$ cat src/rtl/param_bus_cpu_if.sv
// param_bus_cpu_if: input handshake and internal bus view of the core.
// Master drives IN_DATA/IN_VALID; slave (the core) drives IN_READY/BUS_OUT.
interface param_bus_cpu_if #(
  parameter int WIDTH = 10
) ();
  logic [WIDTH-1:0] IN_DATA;
  logic             IN_VALID;
  logic             IN_READY;
  logic [WIDTH-1:0] BUS_OUT;

  modport master (
    output IN_DATA,
    output IN_VALID,
    input  IN_READY,
    input  BUS_OUT
  );

  modport slave (
    input  IN_DATA,
    input  IN_VALID,
    output IN_READY,
    output BUS_OUT
  );
endinterface

$ cat src/rtl/param_bus_cpu.sv
// param_bus_cpu: multicycle accumulator CPU, NREG x WIDTH register file.
// Ports: CLK, RSTb, bus (handshake + BUS_OUT), PEEK_SEL/DATA, TSTEP, DONE, CARRY, ILLEGAL.
module param_bus_cpu #(
  parameter int WIDTH = 10,
  parameter int NREG  = 4
) (
  input  logic                     CLK,
  input  logic                     RSTb,
  param_bus_cpu_if.slave           bus,
  input  logic [$clog2(NREG)-1:0]  PEEK_SEL,
  output logic [WIDTH-1:0]         PEEK_DATA,
  output logic [1:0]               TSTEP,
  output logic                     DONE,
  output logic                     CARRY,
  output logic                     ILLEGAL
);
  localparam int RW = $clog2(NREG);

  localparam logic [3:0] OP_LDI = 4'd0;
  localparam logic [3:0] OP_MOV = 4'd1;
  localparam logic [3:0] OP_ADD = 4'd2;
  localparam logic [3:0] OP_SUB = 4'd3;
  localparam logic [3:0] OP_AND = 4'd4;
  localparam logic [3:0] OP_OR  = 4'd5;
  localparam logic [3:0] OP_XOR = 4'd6;
  localparam logic [3:0] OP_NOT = 4'd7;

  typedef enum logic [1:0] {
    T0 = 2'd0,
    T1 = 2'd1,
    T2 = 2'd2,
    T3 = 2'd3
  } step_t;

  step_t st_q, st_d;

  logic [WIDTH-1:0] rf [NREG];
  logic [3:0]       op_q;
  logic [RW-1:0]    ra_q;
  logic [RW-1:0]    rb_q;
  logic [WIDTH-1:0] a_q;
  logic [WIDTH-1:0] g_q;
  logic             c_q;
  logic             il_q;
  logic             dn_q;

  logic [WIDTH-1:0] ra_v;
  logic [WIDTH-1:0] rb_v;
  logic [WIDTH:0]   sum;
  logic [WIDTH:0]   dif;

  logic             is_ldi;
  logic             is_mov;
  logic             is_alu;
  logic             is_not;
  logic             is_bad;

  logic             rdy;
  logic [WIDTH-1:0] bus_v;
  logic             we;
  logic [WIDTH-1:0] wd;
  logic             fetch;
  logic             a_ld;
  logic             g_ld;
  logic [WIDTH-1:0] g_d;
  logic             c_ld;
  logic             c_d;
  logic             fin;

  assign ra_v = rf[ra_q];
  assign rb_v = rf[rb_q];

  // Extra top bit carries out of ADD and flags a borrow out of SUB.
  assign sum = {1'b0, a_q} + {1'b0, rb_v};
  assign dif = {1'b0, a_q} - {1'b0, rb_v};

  assign is_bad = op_q[3];
  assign is_ldi = (op_q == OP_LDI);
  assign is_mov = (op_q == OP_MOV);
  assign is_not = (op_q == OP_NOT);
  assign is_alu = !is_bad && !is_ldi
               && !is_mov && !is_not;

  always_comb begin
    st_d  = st_q;
    rdy   = 1'b0;
    bus_v = '0;
    we    = 1'b0;
    wd    = '0;
    fetch = 1'b0;
    a_ld  = 1'b0;
    g_ld  = 1'b0;
    g_d   = '0;
    c_ld  = 1'b0;
    c_d   = 1'b0;
    fin   = 1'b0;
    unique case (st_q)
      T0: begin
        rdy = 1'b1;
        if (bus.IN_VALID) begin
          fetch = 1'b1;
          st_d  = T1;
        end
      end
      T1: begin
        unique case (1'b1)
          is_ldi: begin
            rdy   = 1'b1;
            bus_v = bus.IN_DATA;
            if (bus.IN_VALID) begin
              we  = 1'b1;
              wd  = bus.IN_DATA;
              fin = 1'b1;
            end
          end
          is_mov: begin
            bus_v = rb_v;
            we    = 1'b1;
            wd    = rb_v;
            fin   = 1'b1;
          end
          is_alu, is_not: begin
            bus_v = ra_v;
            a_ld  = 1'b1;
            st_d  = T2;
          end
          is_bad: begin
            fin = 1'b1;
          end
          default: begin
            fin = 1'b1;
          end
        endcase
      end
      T2: begin
        g_ld = 1'b1;
        st_d = T3;
        if (!is_not) bus_v = rb_v;
        unique case (op_q)
          OP_ADD: begin
            g_d  = sum[WIDTH-1:0];
            c_ld = 1'b1;
            c_d  = sum[WIDTH];
          end
          OP_SUB: begin
            g_d  = dif[WIDTH-1:0];
            c_ld = 1'b1;
            c_d  = dif[WIDTH];
          end
          OP_AND:  g_d = a_q & rb_v;
          OP_OR:   g_d = a_q | rb_v;
          OP_XOR:  g_d = a_q ^ rb_v;
          default: g_d = ~a_q;
        endcase
      end
      T3: begin
        bus_v = g_q;
        we    = 1'b1;
        wd    = g_q;
        fin   = 1'b1;
      end
      default: st_d = T0;
    endcase
    if (fin) st_d = T0;
  end

  always_ff @(posedge CLK or negedge RSTb) begin
    if (!RSTb) st_q <= T0;
    else       st_q <= st_d;
  end

  always_ff @(posedge CLK or negedge RSTb) begin
    if (!RSTb) begin
      for (int i = 0; i < NREG; i++)
        rf[i] <= '0;
      op_q <= '0;
      ra_q <= '0;
      rb_q <= '0;
      a_q  <= '0;
      g_q  <= '0;
      c_q  <= 1'b0;
      il_q <= 1'b0;
      dn_q <= 1'b0;
    end else begin
      dn_q <= fin;
      if (fetch) begin
        op_q <= bus.IN_DATA[WIDTH-1 -: 4];
        ra_q <= bus.IN_DATA[2*RW-1:RW];
        rb_q <= bus.IN_DATA[RW-1:0];
        il_q <= bus.IN_DATA[WIDTH-1];
      end
      if (we)   rf[ra_q] <= wd;
      if (a_ld) a_q <= ra_v;
      if (g_ld) g_q <= g_d;
      if (c_ld) c_q <= c_d;
    end
  end

  assign bus.IN_READY = rdy;
  assign bus.BUS_OUT  = bus_v;
  assign PEEK_DATA    = rf[PEEK_SEL];
  assign TSTEP        = st_q;
  assign DONE         = dn_q;
  assign CARRY        = c_q;
  assign ILLEGAL      = il_q;
endmodule
$ cat src/flat_wrapper.sv
// flat-port wrapper written by rule: the top's interface ports become plain ports
module param_bus_cpu_flat 
#(
  parameter int WIDTH = 10,
  parameter int NREG  = 4
)
  (CLK, RSTb, PEEK_SEL, PEEK_DATA, TSTEP, DONE, CARRY, ILLEGAL, bus_IN_DATA, bus_IN_VALID, bus_IN_READY, bus_BUS_OUT);
  param_bus_cpu_if #(.WIDTH(WIDTH)) bus_i ();
  input  logic CLK;
  input  logic RSTb;
  input  logic [$clog2(NREG)-1:0] PEEK_SEL;
  output logic [WIDTH-1:0] PEEK_DATA;
  output logic [1:0] TSTEP;
  output logic DONE;
  output logic CARRY;
  output logic ILLEGAL;
  input wire logic [$bits(bus_i.IN_DATA)-1:0] bus_IN_DATA;
  input wire logic [$bits(bus_i.IN_VALID)-1:0] bus_IN_VALID;
  output wire logic [$bits(bus_i.IN_READY)-1:0] bus_IN_READY;
  output wire logic [$bits(bus_i.BUS_OUT)-1:0] bus_BUS_OUT;
  assign bus_i.IN_DATA = bus_IN_DATA;
  assign bus_i.IN_VALID = bus_IN_VALID;
  assign bus_IN_READY = bus_i.IN_READY;
  assign bus_BUS_OUT = bus_i.BUS_OUT;
  param_bus_cpu #(.WIDTH(WIDTH), .NREG(NREG)) u_core (.CLK(CLK), .RSTb(RSTb), .bus(bus_i), .PEEK_SEL(PEEK_SEL), .PEEK_DATA(PEEK_DATA), .TSTEP(TSTEP), .DONE(DONE), .CARRY(CARRY), .ILLEGAL(ILLEGAL));
endmodule
$ cat config.mk
export PLATFORM = sky130hd
export DESIGN_NAME = param_bus_cpu_flat
export DESIGN_NICKNAME = d
export VERILOG_FILES = /design/src/rtl/param_bus_cpu_if.sv /design/src/rtl/param_bus_cpu.sv /design/src/flat_wrapper.sv
export SDC_FILE = /design/constraint.sdc
export NUM_CORES = 1
export LEC_CHECK = 0
export BUFFER_PORTS_ARGS = -buffer_cell sky130_fd_sc_hd__buf_2
export CORE_UTILIZATION = 56
export DETAILED_ROUTE_END_ITERATION = 7
export PLACE_DENSITY_LB_ADDON = 0.1
export RECOVER_POWER = 100
export SETUP_SLACK_MARGIN = 0.05
export SLEW_MARGIN = 10
export SYNTH_ARGS = -nofsm -noshare
export SYNTH_HDL_FRONTEND = slang
export SYNTH_SLANG_ARGS = --single-unit
$ cat constraint.sdc
create_clock -name CLK -period 3.13 [get_ports CLK]
set_clock_uncertainty 0.2 [all_clocks]
set_input_delay 0.1565 -clock CLK [delete_from_list [all_inputs] [get_ports CLK]]
set_output_delay 0.1565 -clock CLK [all_outputs]
set_load 0.01 [all_outputs]
# Word level (Yosys, flattened, before mapping)
# Index checks and enable logic that the tools add are counted.
word_totals:
  ff_bits: 73
  latch_bits: 0
  ramBits: 0
  rom_bits: 0
  inputBits: 15
  out_inout_bits: 26
  mem_count: 0
classes:
  n_addsub: 2
  mul: 0
  n_div: 0
  order_cmp: 4
  n_eq_ne: 12
  shifts: 0
  mux: 39
  bitwise: 7
  n_reduce_logical: 14
op_table:
  columns: ["operator", "count"]
  rows:
  - ["10-bit two-way mux", 10]
  - ["10-bit binary-select mux with 2-bit select", 3]
  - ["10-bit one-hot mux with 3 select lines", 2]
  - ["10-bit one-hot mux with 5 select lines", 1]
  - ["40-bit bitwise mux", 1]
  - ["10-bit one-hot mux with 2 select lines", 2]
  - ["10-bit demux with 2-bit select", 1]
  - ["4-bit by 3-bit == test with 1-bit output, second input constant", 4]
  - ["1-bit one-hot mux with 2 select lines", 6]
  - ["10-bit by 10-bit adder with 11-bit output", 1]
  - ["10-bit by 10-bit subtractor with 11-bit output", 1]
  - ["10-bit bitwise AND", 1]
  - ["10-bit inverter", 1]
  - ["10-bit bitwise OR", 1]
  - ["10-bit XOR", 1]
  - ["3-bit >= comparator, second input constant", 3]
  - ["1-bit two-way mux", 9]
  - ["2-bit inverter with 3-bit output", 3]
  - ["4-bit by 2-bit == test with 1-bit output, second input constant", 2]
  - ["2-bit two-way mux", 3]
  - ["3-bit by 2-bit != test with 1-bit output, second input constant", 2]
  - ["2-bit one-hot mux with 3 select lines", 1]
  - ["2-bit == test, second input constant", 2]
  - ["4-bit by 1-bit == test with 1-bit output, second input constant", 1]
  - ["other kinds (9)", 16]

# Longest topological paths before layout
# Gate-level depths: netlist of run 1.
logic_depth:
  word_depth: 10
  ltp_mapped: 12
  mapped_depth_nobuf: 10

# Worst setup path after synthesis of run 1
# No wires, ideal clock.
synth_path:
  path_kind: "reg2reg"
  startpoint: "register u_core.rb_q[0]"
  endpoint: "register u_core.g_q[8]"
  arrival_ns: 2.778
  required_time_ns: 2.795
  path_slack_ns: 0.017
  stages_incl_launch_ff: 12
  path_cell_list: "dfrtp_1 -> buf_4 -> mux4_2 -> ha_1 -> fa_1 -> a21o_1 -> a21oi_1 -> o21bai_1 -> o22a_1 -> mux2i_1 -> xnor2_1 -> o22ai_1"
synth_via:
  elab_chain_cells: 7
  elab_cells_between_ends: 11
synth_lines:
  columns: ["element", "line", "source"]
  rows:
  - ["start, declared", "param_bus_cpu.sv:40", "logic [RW-1:0] rb_q;"]
  - ["start signal, assigned", "param_bus_cpu.sv:189", "rb_q <= bus.IN_DATA[RW-1:0];"]
  - ["2-bit inverter with 3-bit output (implied by the code) *", "param_bus_cpu.sv:71", "assign rb_v = rf[rb_q];"]
  - ["10-bit binary-select mux with 2-bit select *", "param_bus_cpu.sv:71", null]
  - ["10-bit two-way mux (implied by the code) * (2 in series)", "param_bus_cpu.sv:71", null]
  - ["10-bit by 10-bit subtractor with 11-bit output, or another cell as far along", "param_bus_cpu.sv:75", "assign dif = {1'b0, a_q} - {1'b0, rb_v};"]
  - ["10-bit one-hot mux with 5 select lines *", "param_bus_cpu.sv:139", "unique case (op_q)"]
  - ["10-bit two-way mux *", "param_bus_cpu.sv:97", "unique case (st_q)"]
  - ["end signal, assigned", "param_bus_cpu.sv:194", "if (g_ld) g_q <= g_d;"]
  - ["end, declared", "param_bus_cpu.sv:42", "logic [WIDTH-1:0] g_q;"]
# Mark *: on every way between the ends. The rest lies on a longest branch, timed or not. The select of a mux whose other input is x is not followed.
# A chain may end at the register's enable or synchronous reset.

# Worst setup path in the final report of run 1
# Same ends and word-level chain as after synthesis.

==> results of run 1 <==
[critical path, stage by stage, from the launching register on]
cell	delay, ns
dfrtp_2	0.41
mux4_2	0.57
ha_4	0.20
fa_2	0.39
a21o_1	0.18
a21oi_2	0.18
o21bai_2	0.10
o22a_1	0.24
mux2i_1	0.17
xnor2_1	0.15
o22ai_1	0.11
[logic make-up (layout without fill, tap and decap cells)]
logic type,after synthesis,after routing,synth area share [%]
AOI/OAI and AO/OA,183,183,20.59
DFF,72,72,32.88
buffers and inverters,78,121,5.913
adders and majority gates,39,39,9.178
and+or+nand+nor,191,191,15.21
xor gates and xnor gates,7,7,1.119
muxes,44,44,15.11
[state kept, by name, indices dropped and copies added (netlist names)]
signal and count:
u_core.TSTEP 2, u_core.op_q 4, u_core.rb_q 2, u_core.ra_q 2, u_core.a_q 10, u_core.rf 40, u_core.CARRY 1, u_core.g_q 10
u_core.DONE 1
[per-layer routing]
| layer | GRT usage [%] | wire, um | vias to the layer above |
|---|---|---|---|
| met5 | 0 | 0 | - |
| met4 | 14.49 | 461 | 0 |
| met1 | 43.67 | 6654 | 2404 |
| li1 | - | - | 2266 |
| met2 | 49.58 | 7248 | 260 |
| met3 | 4.854 | 1134 | 40 |
[how the worst max path moves through the flow]
stage,startpoint,end,cells past startpoint
finish,u_core.rb_q[0]$_DFFE_PN0P_,u_core.g_q[8]$_DFFE_PN0P_,10
CTS,u_core.rb_q[0]$_DFFE_PN0P_,u_core.g_q[9]$_DFFE_PN0P_,10
global placement,u_core.rb_q[0]$_DFFE_PN0P_,u_core.g_q[9]$_DFFE_PN0P_,10
global route,u_core.rb_q[0]$_DFFE_PN0P_,u_core.g_q[9]$_DFFE_PN0P_,11
floorplan,u_core.rb_q[0]$_DFFE_PN0P_,u_core.g_q[8]$_DFFE_PN0P_,11
detailed placement,u_core.rb_q[0]$_DFFE_PN0P_,u_core.g_q[9]$_DFFE_PN0P_,10
[stage by stage]
step	setup slack, ns	hold WS (ns)	TNS, ns	std cells	area (sq um)
2_1_floorplan	0.08815	-0.3391	0	614	5487
3_3_place_gp	-0.03705	-0.007956	-0.03705	758	5788
3_5_place_dp	-0.09156	0.01372	-0.1699	758	5788
4_1_cts	0.06117	0.1508	0	786	6148
5_1_grt	0.01963	0.1765	0	786	6213
6_report	0.1097	0.1890	0	786	6213
[cell type report]
type / instances / area [sq um] / share of cell area [%]
Tap cell: 129 / 161.4 / 2.598
Inverter: 36 / 135.1 / 2.175
Sequential cell: 72 / 1803 / 29.02
Clock buffer: 10 / 127.6 / 2.054
Timing Repair Buffer: 69 / 410.4 / 6.605
Clock inverter: 6 / 115.1 / 1.853
Multi-Input combinational cell: 464 / 3461 / 55.70
[cell usage in the layout (no fill, tap or decap), drive strengths merged, types with 2 or more instances in the layout]
cell         instances
fa                   2
mux2                10
dfrtp               72
xnor2                4
ha                  37
dlygate4sd3          9
o311ai               2
buf                 37
a21o                 3
a21oi               82
o211ai               4
o21ai               36
a31oi               13
clkbuf              33
inv                 38
and2                 4
bufinv               3
or3                  2
a41oi                2
a221oi              14
nand2b               9
a22oi                4
mux4                30
nand2               80
a221o                2
nand3                5
o21a                 2
a32oi                2
nor2                79
xor2                 3
o22ai                8
mux2i                4
o21bai               3
nor2b                4
[synth_stat cells (2+ instances only)]
| cell type | n | share of area [%] |
|---|---|---|
| mux2i_1 | 4 | 0.73 |
| a21o_1 | 3 | 0.41 |
| nor2b_1 | 4 | 0.46 |
| buf_2 | 13 | 1.2 |
| or3_1 | 2 | 0.23 |
| nand3_1 | 5 | 0.46 |
| a221o_1 | 2 | 0.37 |
| and2_1 | 4 | 0.46 |
| inv_1 | 35 | 2.4 |
| buf_4 | 4 | 0.55 |
| o21a_1 | 2 | 0.27 |
| a221oi_1 | 14 | 2.2 |
| fa_1 | 2 | 0.73 |
| dfrtp_1 | 72 | 33 |
| nand2b_1 | 9 | 1.0 |
| mux2_2 | 10 | 2.1 |
| clkbuf_1 | 22 | 1.5 |
| o21ai_0 | 35 | 3.2 |
| mux4_2 | 30 | 12 |
| o311ai_0 | 2 | 0.32 |
| a22oi_1 | 4 | 0.55 |
| a21oi_2 | 10 | 1.6 |
| buf_1 | 3 | 0.21 |
| o22ai_1 | 8 | 0.91 |
| a21oi_1 | 72 | 6.6 |
| a41oi_1 | 2 | 0.32 |
| nor2_1 | 78 | 5.3 |
| nand2_1 | 80 | 5.5 |
| o21bai_1 | 3 | 0.41 |
| a32oi_1 | 2 | 0.32 |
| ha_1 | 37 | 8.4 |
| xnor2_1 | 4 | 0.64 |
| o211ai_1 | 4 | 0.55 |
| xor2_1 | 3 | 0.48 |
| a31oi_1 | 13 | 1.5 |
[repair_timing]
| action | in CTS | in global routing |
|---|---|---|
| hold buffers | 9 | 0 |
| hold endpoints to repair | 31 | 0 |
| buffers inserted | 3 | 0 |
| gates resized for setup | 3 | 27 |
| endpoints found under the setup margin | 6 | 7 |
| pin swaps | 1 | 8 |
==> flow_metrics.env, run 1 <==
export IMPL_ff2ff_setup_slack_ns=0.11
export IMPL_grt_pass1_vias=4773
export IMPL_clock_sinks=72
export IMPL_nets=706
export IMPL_fin_crit_ns=3.020
export IMPL_routedWlPerCell_um=19.72
export IMPL_timing_rr_start="u_core.rb_q[0]$_DFFE_PN0P_"
export IMPL_tightest_slew_ns=1.489
export IMPL_status="finished, final reports clean"
export IMPL_synth_warnings=0
export IMPL_gp_congestion=0.8965
export IMPL_setup_violations=0
export IMPL_num_rows=35
export IMPL_grt_first_pass_wirelength_um=24420
export IMPL_num_vias=4970
export IMPL_syn_area_sq_um=5480
export IMPL_drtIter0Drc=310
export IMPL_dp_final_hpwl_um=11090
export IMPL_cp_max_fo=4
export IMPL_yosysUniqueCellTypes=52
export IMPL_hp_start="bus_IN_DATA[4]"
export IMPL_dr_pass1_iters=5
export IMPL_post_route_period_util_pct=96.50
export IMPL_cts_buffers=9
export IMPL_ant_nets=0
export IMPL_fp_dieArea_sq_um=10190
export IMPL_timing_fmax_mhz=331.1
export IMPL_slew_headroom_pct=0.7150
export IMPL_drc=0
export IMPL_h_tree_depth=3
export IMPL_crit_type="reg -> reg"
export IMPL_critical_path_required_ns=3.16
export IMPL_arrival_ns=3.05
export IMPL_start_kind="register"
export IMPL_core_sq_um=9371
export IMPL_final_layout_size_suffix_gt1_share_pct=18.72
export IMPL_syn_area_per_cell_sq_um=8.925
export IMPL_start_util_pct=58.48
export IMPL_num_io_pins=41
export IMPL_cp_end_kind="register"
export IMPL_clock_path_buffers=2
export IMPL_grt_max_degree=40
export IMPL_fin_util_pct=66.30
export IMPL_fillers=805
export IMPL_synth_fp_nets=668
export IMPL_path_clk_slew_ns=0.09
export IMPL_die_y_um=100.9
export IMPL_antenna_found_initial=0
export IMPL_root_buffer="clkbuf_8"
export IMPL_synthArstFlopShare_pct=100.0
export IMPL_final_hold_viol_count=0
export IMPL_cap_viol_max_count=0
export IMPL_cts_tree="built"
export IMPL_overflow=0
export IMPL_grt_usage_pct=31.70
export IMPL_worst_r2r_endpoint="u_core.g_q[8]$_DFFE_PN0P_"
export IMPL_synth_edff_count=0
export IMPL_rsz0062_at_grt="false"
export IMPL_synth_ff_type="dfrtp_1"
export IMPL_vias_per_cell=6.323
export IMPL_synthCells=614
export IMPL_hp_class="in -> reg"
export IMPL_drv_slew=0
export IMPL_synth_seq_cells=72
export IMPL_syn_to_final_growth_pct=13.38
export IMPL_n_antenna_cell=0
export IMPL_die_x_um=100.9
export IMPL_reg2reg_depth=10
export IMPL_wl_um=15500
export IMPL_clk_latency_ns=0.36
export IMPL_seq_area_frac_synth_pct=32.88
export IMPL_hold_end="u_core.rf[24]$_DFFE_PN0P_"
export IMPL_io_buffer_count=40
export IMPL_whs_path_depth=5
Power of run 1 is left out: the tool's default activity adds up to more than one toggle a clock period on the data nets, which glitch-free logic cannot reach.
==> run 2: changes to the inputs <==
clock period = 2.5 ns   (was 3.13 ns; I/O delays follow)
==> flow_metrics.env, run 2 (same netlist as run 1, synthesis figures left out) <==
export IMPL_start_kind="register"
export IMPL_whs_path_depth=4
export IMPL_status="finished, violations left"
export IMPL_dp_slack_ns=-0.5332
export IMPL_violations="setup timing"
export IMPL_slowest_stage="mux4_2"
export IMPL_ant_nets=0
export IMPL_instances_no_fill=884
export IMPL_finalSetupTns_ns=-5.883
export IMPL_dp_final_hpwl_um=12590
export IMPL_setup_violations=20
export IMPL_cp_end_kind="register"
export IMPL_slew_headroom_pct=20.17
export IMPL_wl_um=18200
export IMPL_fp_dieArea_sq_um=10190
export IMPL_fin_crit_ns=3.036
export IMPL_num_io_pins=41
export IMPL_drtIter0Drc=529
export IMPL_cp_max_fo=4
export IMPL_grt_max_degree=47
export IMPL_timing_fmax_mhz=329.4
export IMPL_path_cells="mux4_2 > ha_4 > fa_2 > a21o_1 > a21oi_2 > o21bai_2 > o22a_1 > mux2i_1 > xnor2_1 > o22ai_1"
export IMPL_root_buffer="clkbuf_8"
export IMPL_overflow=0
export IMPL_critPathBufInv=0
export IMPL_worst_path_largest_cell_delay_ns=0.62
export IMPL_fin_ws_ns=-0.5358
export IMPL_layout_common_cells="buf_4 (93), nor2_1 (75), nand2_1 (72)"
export IMPL_hp_class="in -> reg"
export IMPL_arrival_ns=3.07
export IMPL_core_sq_um=9371
export IMPL_gp_congestion=0.9299
export IMPL_cap_viol_max_count=0
export IMPL_clk_latency_ns=0.37
export IMPL_clock_sinks=72
export IMPL_path_delay_family="multiplexers"
export IMPL_reg2reg_depth=10
export IMPL_syn_to_final_growth_pct=32.83
export IMPL_path_clk_slew_ns=0.08
export IMPL_dr_pass1_iters=5
export IMPL_cts_tree="built"
export IMPL_final_hold_viol_count=0
export IMPL_clock_path_buffers=2
export IMPL_rsz0062_at_grt="true"
export IMPL_io_buffer_count=40
export IMPL_grt_pass1_vias=5282
export IMPL_largestRegisters="u_core.rf x40, u_core.a_q x10, u_core.g_q x10"
export IMPL_drv_slew=0
export IMPL_crit_type="reg -> reg"
export IMPL_nets=804
export IMPL_routedWlPerCell_um=20.58
export IMPL_tightest_slew_ns=1.198
export IMPL_critical_path_required_ns=2.54
export IMPL_grt_usage_pct=36.70
export IMPL_post_route_period_util_pct=121.4
export IMPL_grt_first_pass_wirelength_um=27970
export IMPL_largest_register_ffs=40
export IMPL_die_x_um=100.9
export IMPL_h_tree_depth=3
export IMPL_num_rows=35
export IMPL_start_util_pct=58.48
export IMPL_placed_cells=845
export IMPL_drc=0
export IMPL_die_y_um=100.9
export IMPL_final_layout_size_suffix_gt1_share_pct=34.83
export IMPL_n_antenna_cell=0
export IMPL_cts_buffers=9
export IMPL_vias_per_cell=6.273
export IMPL_mostFrequentLayoutCell="buf_4"
export IMPL_antenna_found_initial=0
export IMPL_worst_path_stages=10
export IMPL_num_vias=5545
export IMPL_top_register="u_core.rf"
run 2: metrics by stage:
step / utilization, % / cell area [sq um] / hold WS (ns)
4_1_cts: 75.34 / 7061 / 0.07367
2_1_floorplan: - / 5550 / -0.3706
3_5_place_dp: 69.83 / 6544 / -0.06715
3_3_place_gp: 69.83 / 6544 / -0.07994
6_report: 77.68 / 7279 / 0.1561
5_1_grt: 77.68 / 7279 / 0.1812
run 2: final cells by class:
class,count,area (sq um)
clock buffer,10,137.6
clock inverter,6,115.1
fill,672,2092
inverter,36,140.1
multi-input combinational,464,3665
sequential,72,1803
tap,129,161.4
timing repair buffer,167,1257
run 2: worst register-to-register path: stages (launching register included):
cell      delay, ns
dfrtp_2        0.44
mux4_2         0.62
ha_4           0.22
fa_2           0.37
a21o_1         0.18
a21oi_2        0.17
o21bai_2       0.09
o22a_1         0.23
mux2i_1        0.17
xnor2_1        0.13
o22ai_1        0.10
run 2: path summary, 6_finish.rpt:
path	start	slack, ns	to
max reg2reg	u_core.rb_q[0]$_DFFE_PN0P_	-0.54	u_core.g_q[8]$_DFFE_PN0P_
max in group asynchronous	RSTb	0.36	u_core.rb_q[0]$_DFFE_PN0P_
min reg2reg	u_core.CARRY$_DFFE_PN0P_	0.40	u_core.CARRY$_DFFE_PN0P_
max	u_core.rb_q[0]$_DFFE_PN0P_	-0.54	u_core.g_q[8]$_DFFE_PN0P_
min in group asynchronous	RSTb	0.31	u_core.a_q[1]$_DFFE_PN0P_
min	bus_IN_VALID	0.16	u_core.TSTEP[0]$_DFFE_PN0P_
run 2: repair_timing:
action | 4_1_cts | 5_1_grt
setup buffers | 5 | 9
endpoints found under the setup margin | 20 | 27
hold endpoints to repair | 69 | 0
pin swaps | 15 | 27
hold buffers | 9 | 0
gates resized for setup | 33 | 50
run 2: layer usage:
metal | wire length, um | GRT usage, % | part of all wire, % | vias to the layer above
met3 | 1342 | 5.548 | 7.4 | 45
met4 | 435 | 13.71 | 2.4 | 0
met2 | 8876 | 59.91 | 49 | 300
met1 | 7541 | 49.75 | 41 | 2740
li1 | - | - | - | 2460
met5 | 0 | 0 | 0 | -
Power of run 2 is left out for the same reason.
